## src/rtl/fx_param_ctrl.sv

```systemverilog
// FX parameter controller: debounced inc/dec/restore keys edit a bank of FX parameters.
// Optional hold acceleration is enabled by defining FX_PARAM_ACCEL_EN.

package lab_pkg;
    // Parameter 0 of each effect defaults to a small, effect-dependent value; the rest sit at mid-scale.
    function automatic int param_default(input int fx, input int p);
        return (p == 0) ? fx * 4 : 64;
    endfunction
endpackage

// Hold FSM for one key: one action on press, then auto-repeat while held.
//   state    | meaning
//   S_IDLE   | key released, or locked out by a simultaneous inc+dec hold
//   S_PRESS  | first action cycle after a stable rise
//   S_WAIT   | timer running toward the first repeat
//   S_REPEAT | one action each time the timer reaches terminal count
module fx_param_hold #(
    parameter int REPEAT_START_CNT = 15_000_000,
    parameter int REPEAT_RATE_CNT  = 2_000_000,
    parameter int ACCEL_AFTER      = 8
) (
    input  logic clk,
    input  logic reset_n,
    input  logic stable,
    input  logic rise,
    input  logic cancel,
    output logic act,
    output logic coarse
);
    localparam int CNT_MAX = (REPEAT_START_CNT > REPEAT_RATE_CNT) ? REPEAT_START_CNT : REPEAT_RATE_CNT;
    localparam int TMR_W   = $clog2(CNT_MAX + 1);
    // WAIT runs START-2 down to 0, then REPEAT fires on entry: first repeat lands START cycles after PRESS.
    localparam logic [TMR_W-1:0] START_LD = TMR_W'(REPEAT_START_CNT - 2);
    localparam logic [TMR_W-1:0] RATE_LD  = TMR_W'(REPEAT_RATE_CNT - 1);

    typedef enum logic [1:0] {S_IDLE, S_PRESS, S_WAIT, S_REPEAT} hold_state_t;

    hold_state_t      state, state_nxt;
    logic [TMR_W-1:0] tmr, tmr_nxt;

    always_ff @(posedge clk) begin
        if (!reset_n) begin
            state <= S_IDLE;
            tmr   <= '0;
        end else begin
            state <= state_nxt;
            tmr   <= tmr_nxt;
        end
    end

    always_comb begin
        state_nxt = state;
        tmr_nxt   = tmr;
        act       = 1'b0;
        case (state)
            S_IDLE: begin
                if (rise) state_nxt = S_PRESS;
            end
            S_PRESS: begin
                act       = 1'b1;
                state_nxt = S_WAIT;
                tmr_nxt   = START_LD;
            end
            S_WAIT: begin
                if (tmr == '0) state_nxt = S_REPEAT;
                else           tmr_nxt   = tmr - 1'b1;
            end
            S_REPEAT: begin
                if (tmr == '0) begin
                    act     = 1'b1;
                    tmr_nxt = RATE_LD;
                end else begin
                    tmr_nxt = tmr - 1'b1;
                end
            end
            default: state_nxt = S_IDLE;
        endcase
        if (!stable || cancel) begin
            state_nxt = S_IDLE;
            tmr_nxt   = '0;
        end
        if (cancel) act = 1'b0;
    end

`ifdef FX_PARAM_ACCEL_EN
    localparam int RC_W = $clog2(ACCEL_AFTER + 2);
    localparam logic [RC_W-1:0] RC_SAT = RC_W'(ACCEL_AFTER);

    logic [RC_W-1:0] rep_cnt;

    always_ff @(posedge clk) begin
        if (!reset_n) begin
            rep_cnt <= '0;
        end else if (state_nxt == S_IDLE) begin
            rep_cnt <= '0;
        end else if (act && state == S_REPEAT && rep_cnt != RC_SAT) begin
            rep_cnt <= rep_cnt + 1'b1;
        end
    end

    assign coarse = (state == S_REPEAT) && (rep_cnt == RC_SAT);
`else
    assign coarse = 1'b0;
`endif
endmodule

module fx_param_ctrl #(
    parameter int FX_COUNT         = 16,
    parameter int PARAM_COUNT      = 8,
    parameter int PARAM_W          = 7,
    parameter int PARAM_MIN        = 0,
    parameter int PARAM_MAX        = 2**PARAM_W - 1,
    parameter int WRAP             = 0,
    parameter int STEP             = 1,
    parameter int STEP_COARSE      = 8,
    parameter int ACCEL_AFTER      = 8,
    parameter int DEBOUNCE_CNT_MAX = 1_000_000,
    parameter int REPEAT_START_CNT = 15_000_000,
    parameter int REPEAT_RATE_CNT  = 2_000_000
) (
    input  logic                           clk,
    input  logic                           reset_n,
    input  logic [$clog2(FX_COUNT)-1:0]    sw_fx_sel,
    input  logic [$clog2(PARAM_COUNT)-1:0] sw_param_sel,
    input  logic                           key_inc,
    input  logic                           key_dec,
    input  logic                           key_rst,
    output logic [PARAM_W-1:0]             params [0:FX_COUNT-1][0:PARAM_COUNT-1],
    output logic [$clog2(FX_COUNT)-1:0]    fx_sel,
    output logic [$clog2(PARAM_COUNT)-1:0] param_sel,
    output logic [PARAM_W-1:0]             current_value,
    output logic                           upd_valid,
    output logic [$clog2(FX_COUNT)-1:0]    upd_fx,
    output logic [$clog2(PARAM_COUNT)-1:0] upd_param,
    output logic [PARAM_W-1:0]             upd_value
);
    localparam int DEB_W = $clog2(DEBOUNCE_CNT_MAX + 1);
    localparam logic [DEB_W-1:0] DEB_TC = DEB_W'(DEBOUNCE_CNT_MAX - 1);

    localparam logic [PARAM_W:0]   MAX_X    = (PARAM_W + 1)'(PARAM_MAX);
    localparam logic [PARAM_W:0]   MIN_X    = (PARAM_W + 1)'(PARAM_MIN);
    localparam logic [PARAM_W:0]   STEP_X   = (PARAM_W + 1)'(STEP);
    localparam logic [PARAM_W:0]   COARSE_X = (PARAM_W + 1)'(STEP_COARSE);
    localparam logic [PARAM_W-1:0] MAX_V    = PARAM_W'(PARAM_MAX);
    localparam logic [PARAM_W-1:0] MIN_V    = PARAM_W'(PARAM_MIN);

    function automatic logic [PARAM_W-1:0] def_clamp(input int fx, input int p);
        int d;
        d = lab_pkg::param_default(fx, p);
        if (d < PARAM_MIN) d = PARAM_MIN;
        if (d > PARAM_MAX) d = PARAM_MAX;
        return PARAM_W'(d);
    endfunction

    // Key lanes: bit 0 = inc, bit 1 = dec, bit 2 = restore default.
    logic [2:0]       keys, sync_a, sync_b, stable, stable_d, rise;
    logic [DEB_W-1:0] deb_cnt [3];
    logic             lock, cancel, rst_act;
    logic             inc_act, dec_act, inc_coarse, dec_coarse;

    assign keys = {key_rst, key_dec, key_inc};

    always_ff @(posedge clk) begin
        if (!reset_n) begin
            sync_a   <= '0;
            sync_b   <= '0;
            stable   <= '0;
            stable_d <= '0;
            for (int k = 0; k < 3; k++) deb_cnt[k] <= '0;
        end else begin
            sync_a   <= keys;
            sync_b   <= sync_a;
            stable_d <= stable;
            for (int k = 0; k < 3; k++) begin
                if (sync_b[k] == stable[k]) begin
                    deb_cnt[k] <= '0;
                end else if (deb_cnt[k] == DEB_TC) begin
                    stable[k]  <= sync_b[k];
                    deb_cnt[k] <= '0;
                end else begin
                    deb_cnt[k] <= deb_cnt[k] + 1'b1;
                end
            end
        end
    end

    assign rise = stable & ~stable_d;

    // Once inc and dec are both held, neither may act again until both are released.
    always_ff @(posedge clk) begin
        if (!reset_n) begin
            lock    <= 1'b0;
            rst_act <= 1'b0;
        end else begin
            if (stable[0] && stable[1])        lock <= 1'b1;
            else if (!stable[0] && !stable[1]) lock <= 1'b0;
            rst_act <= rise[2];
        end
    end

    assign cancel = (stable[0] && stable[1]) || lock;

    fx_param_hold #(
        .REPEAT_START_CNT (REPEAT_START_CNT),
        .REPEAT_RATE_CNT  (REPEAT_RATE_CNT),
        .ACCEL_AFTER      (ACCEL_AFTER)
    ) u_hold_inc (
        .clk     (clk),
        .reset_n (reset_n),
        .stable  (stable[0]),
        .rise    (rise[0]),
        .cancel  (cancel),
        .act     (inc_act),
        .coarse  (inc_coarse)
    );

    fx_param_hold #(
        .REPEAT_START_CNT (REPEAT_START_CNT),
        .REPEAT_RATE_CNT  (REPEAT_RATE_CNT),
        .ACCEL_AFTER      (ACCEL_AFTER)
    ) u_hold_dec (
        .clk     (clk),
        .reset_n (reset_n),
        .stable  (stable[1]),
        .rise    (rise[1]),
        .cancel  (cancel),
        .act     (dec_act),
        .coarse  (dec_coarse)
    );

    logic [PARAM_W-1:0] old_val, inc_val, dec_val, new_val;
    logic [PARAM_W:0]   old_x, inc_step, dec_step, inc_sum, dec_diff;
    logic               do_write;

    always_comb begin
        old_val  = params[sw_fx_sel][sw_param_sel];
        old_x    = {1'b0, old_val};
        inc_step = inc_coarse ? COARSE_X : STEP_X;
        dec_step = dec_coarse ? COARSE_X : STEP_X;
        inc_sum  = old_x + inc_step;
        dec_diff = old_x - dec_step;

        if (inc_sum > MAX_X) inc_val = (WRAP != 0) ? MIN_V : MAX_V;
        else                 inc_val = inc_sum[PARAM_W-1:0];

        if (old_x < MIN_X + dec_step) dec_val = (WRAP != 0) ? MAX_V : MIN_V;
        else                          dec_val = dec_diff[PARAM_W-1:0];

        new_val = old_val;
        if (rst_act)                  new_val = def_clamp(int'(sw_fx_sel), int'(sw_param_sel));
        else if (inc_act && !dec_act) new_val = inc_val;
        else if (dec_act && !inc_act) new_val = dec_val;

        do_write = (new_val != old_val);
    end

    always_ff @(posedge clk) begin
        if (!reset_n) begin
            for (int f = 0; f < FX_COUNT; f++)
                for (int p = 0; p < PARAM_COUNT; p++)
                    params[f][p] <= def_clamp(f, p);
            upd_valid <= 1'b0;
            upd_fx    <= '0;
            upd_param <= '0;
            upd_value <= '0;
        end else begin
            upd_valid <= 1'b0;
            if (do_write) begin
                params[sw_fx_sel][sw_param_sel] <= new_val;
                upd_valid <= 1'b1;
                upd_fx    <= sw_fx_sel;
                upd_param <= sw_param_sel;
                upd_value <= new_val;
            end
        end
    end

    assign fx_sel        = sw_fx_sel;
    assign param_sel     = sw_param_sel;
    assign current_value = params[sw_fx_sel][sw_param_sel];
endmodule

```

## config.mk

```make
export PLATFORM = sky130hd
export DESIGN_NAME = fx_param_ctrl
export DESIGN_NICKNAME = d
export VERILOG_FILES = /design/src/rtl/fx_param_ctrl.sv
export SDC_FILE = /design/constraint.sdc
export NUM_CORES = 2
export LEC_CHECK = 0
export BUFFER_PORTS_ARGS = -buffer_cell sky130_fd_sc_hd__buf_2
export CORE_MARGIN = 2
export CORE_UTILIZATION = 39
export CTS_CLUSTER_SIZE = 10
export DETAILED_ROUTE_END_ITERATION = 7
export PLACE_DENSITY = 0.62
export SYNTH_ARGS = -nofsm -noshare
export SYNTH_HDL_FRONTEND = slang
export SYNTH_SLANG_ARGS = --single-unit
```

## constraint.sdc

```tcl
create_clock -name clk -period 7.7 [get_ports clk]
set_clock_uncertainty 0.15 [all_clocks]
set_input_delay 0.385 -clock clk [delete_from_list [all_inputs] [get_ports clk]]
set_output_delay 0.385 -clock clk [all_outputs]
set_load 0.02 [all_outputs]
```

==> impl_metrics.yaml <==
final_layout:
  nFillCells: 12100
  register_area_sq_um: 21400
  layout.cells.non_filler: 7496
  final_nets: 5829
  drive_gt1_frac: 0.253
  final_util: 0.473
  multi_input_area_sq_um: 26600
  final_common_cell: "mux2i_1"
  syn_to_final_growth_pct: 20.3
  final_cell_mix: "mux2i_1, dfxtp_1, nand2_1, buf_2, nor2_1"
grt:
  grt_antenna_before_repair: 10
  grt_max_degree: 210
  first_global_vias: 41600
  grt_first_pass_wirelength_mm: 337
  grt_overflow_total: 0
  grt_usage: 0.364
sta:
  hold_viol: 0
  worst_pin_slew_ps: 1460
  post-route-period-util: 0.856
  slew_headroom: 0.0211
  rsz0062_at_grt: "no"
  drv_slew: 0
  tns_ps: 0
  whs_ps: 48.7
  fmax_mhz: 152
  finalCriticalPeriod_ps: 6590
  setup_violations: 0
clocking:
  ctsResizeCount: 0
  cts.sinks: 1037
  clk_pin_slew_worst_paths_ps: 60
  clk_path_buf_depth: 3
  htreeDepth: 3
  cts_buffers: 119
  cts.root.buffer_cell: "clkbuf_16"
  tritoncts: "built"
  clk_latency_ps: 750
drt:
  postRouteAntennaNets: 0
  vias: 43900
  routed_wl_mm: 246
  routed_via_density: 5.86
  drt_iter0_drc: 4795
  drc: 0
  wire_per_inst_microns: 32.8
  first_pass_iters: 6
critical_path:
  critPathLaunch: "sw_fx_sel[1]"
  start_kind: "input port"
  reg2reg_from: "params[8]"
  arrival_ps: 7110
  critPathKind: "in2reg"
  worstPathRequired_ps: 8220
  path_max_fanout: 79
  cp-end-kind: "register"
yosys:
  synth_ff_type: "dfxtp_1"
  yosysWarnings: 0
  synthArstFlopShare: 0
  synth_seq_cells: 1037
  synth_area_sq_um: 49500
  ys_seq_area_frac: 0.432
  ys_types: 89
  synth-edff-count: 60
  synth_cells: 4938
  syn_area_per_cell_sq_um: 10.0
power:
  power_per_cell_area_nw_per_um2: 199
  p_leak_nw: 25.1
  ir_drop_mv: 0.178
run_status:
  status: "finished, final reports clean"
flow_run:
  drv_cap: 0
floorplan:
  dieArea_sq_um: 130000
  dieHeight_microns: 360
  fp.dieW_microns: 360
  core_area_sq_um: 126000
  ios: 937
  rows: 130
  start_util: 0.393
placement:
  globalplace.congestion: 0.980
  portBuffers: 936
  place_hpwl_mm: 185
  placedCellCount: 7324
min_path:
  min-delay-start: "sw_fx_sel[3]"
  hp-class: "in2reg"
==> area by class of cell <==
class / instances / share of cell area
well taps: 1650 / 0.0347
inverters: 32 / 0.00210
flip-flops and latches: 1037 / 0.359
repair buffers: 1067 / 0.101
clock buffers: 154 / 0.0550
multi-input cells: 3542 / 0.446
clock inverters: 10 / 0.00212
diodes: 4 / 0.000168
==> through the flow <==
stage	power, mW	cell area (sq um)	setup WS, ps
detailed placement	6.69	56100	600
global placement	6.69	56100	576
floorplan	6.29	49700	2830
CTS	11.9	59500	1360
global route	12.2	59500	1080
finish	11.9	59500	1110
==> critical path: stages <==
cell	delay, ps
buf_8	680
buf_4	350
mux2i_1	480
o22ai_1	290
nor4_1	350
a21oi_1	360
nor4_2	680
nand2_1	420
inv_1	180
ha_1	160
nand2_1	60
or2_2	320
nor3_1	250
a211oi_2	60
a221oi_1	420
nor4_2	140
buf_12	240
a21oi_2	580
buf_4	290
mux2i_1	190
==> synth_stat cells (all sizes together) (8+ instances only) <==
master | number | area share
nor4 | 27 | 0.0041
a211o | 8 | 0.0014
ha | 18 | 0.0046
nand4 | 29 | 0.0039
inv | 31 | 0.0024
nor2 | 311 | 0.024
nor3b | 8 | 0.0012
nor3 | 37 | 0.0037
dfxtp | 977 | 0.40
mux2i | 1197 | 0.24
clkbuf | 261 | 0.020
and3 | 23 | 0.0029
nand3 | 103 | 0.010
nand2b | 12 | 0.0015
mux2 | 15 | 0.0034
o211ai | 54 | 0.021
xor2 | 36 | 0.0064
or3 | 13 | 0.0016
buf | 125 | 0.017
and2 | 18 | 0.0023
a211oi | 12 | 0.0019
mux4 | 80 | 0.036
nor2b | 8 | 0.0010
o21ai | 54 | 0.0055
a22oi | 90 | 0.014
a21oi | 185 | 0.032
o22ai | 46 | 0.0058
nand2 | 954 | 0.072
edfxtp | 60 | 0.036
xnor2 | 29 | 0.0051
==> layer usage <==
| layer | track usage | wire length, microns | part of all wire | up-vias |
|---|---|---|---|---|
| li1 | - | - | - | 19100 |
| met1 | 0.430 | 92900 | 0.38 | 22000 |
| met2 | 0.590 | 113000 | 0.46 | 2296 |
| met3 | 0.102 | 22400 | 0.091 | 529 |
| met4 | 0.216 | 17100 | 0.070 | 8 |
| met5 | 0 | 51 | 0.00021 | - |
==> flip-flops by register name, summed over array words and instances (netlist names), 4 cells and up <==
signal / count
upd_value: 7
params: 896
upd_fx: 4
u_hold_inc.tmr: 24
u_hold_dec.tmr: 24
deb_cnt: 60
==> path summary, 6_finish.rpt <==
| kind | endpoint | slack [ps] | cells after the start |
|---|---|---|---|
| hold / removal | upd_fx[3] | 50 | 3 |
| setup reg to reg | params[790] | 1670 | 18 |
| hold reg to reg | rst_act | 230 | 1 |
| setup / recovery | params[790] | 1110 | 20 |
==> cells by family (layout without fill, tap and decap cells) <==
logic type,Yosys count,in the layout,share of synthesized area
AOI/OAI and AO/OA,513,513,0.0920
xor gates and xnor gates,65,65,0.0115
adders and majority gates,18,18,0.00455
buffers and inverters,418,1263,0.0393
DFF,1037,1037,0.432
muxes,1292,1292,0.282
other,1,64,0.0000758
and+or+nand+nor,1594,1594,0.139
==> power breakdown <==
group,internal (mW),switching (mW),total [mW]
registers,5.45,0.0314,5.48
clock network,2.98,2.28,5.26
logic,0.259,0.850,1.11
total,8.69,3.16,11.9
==> timing repair <==
| action | CTS | global route |
|---|---|---|
| hold endpoints to repair | 45 | 0 |
| hold buffers | 4 | 0 |
| buffers inserted | 0 | 0 |
No activity file was read; power rests on OpenSTA's default activity.
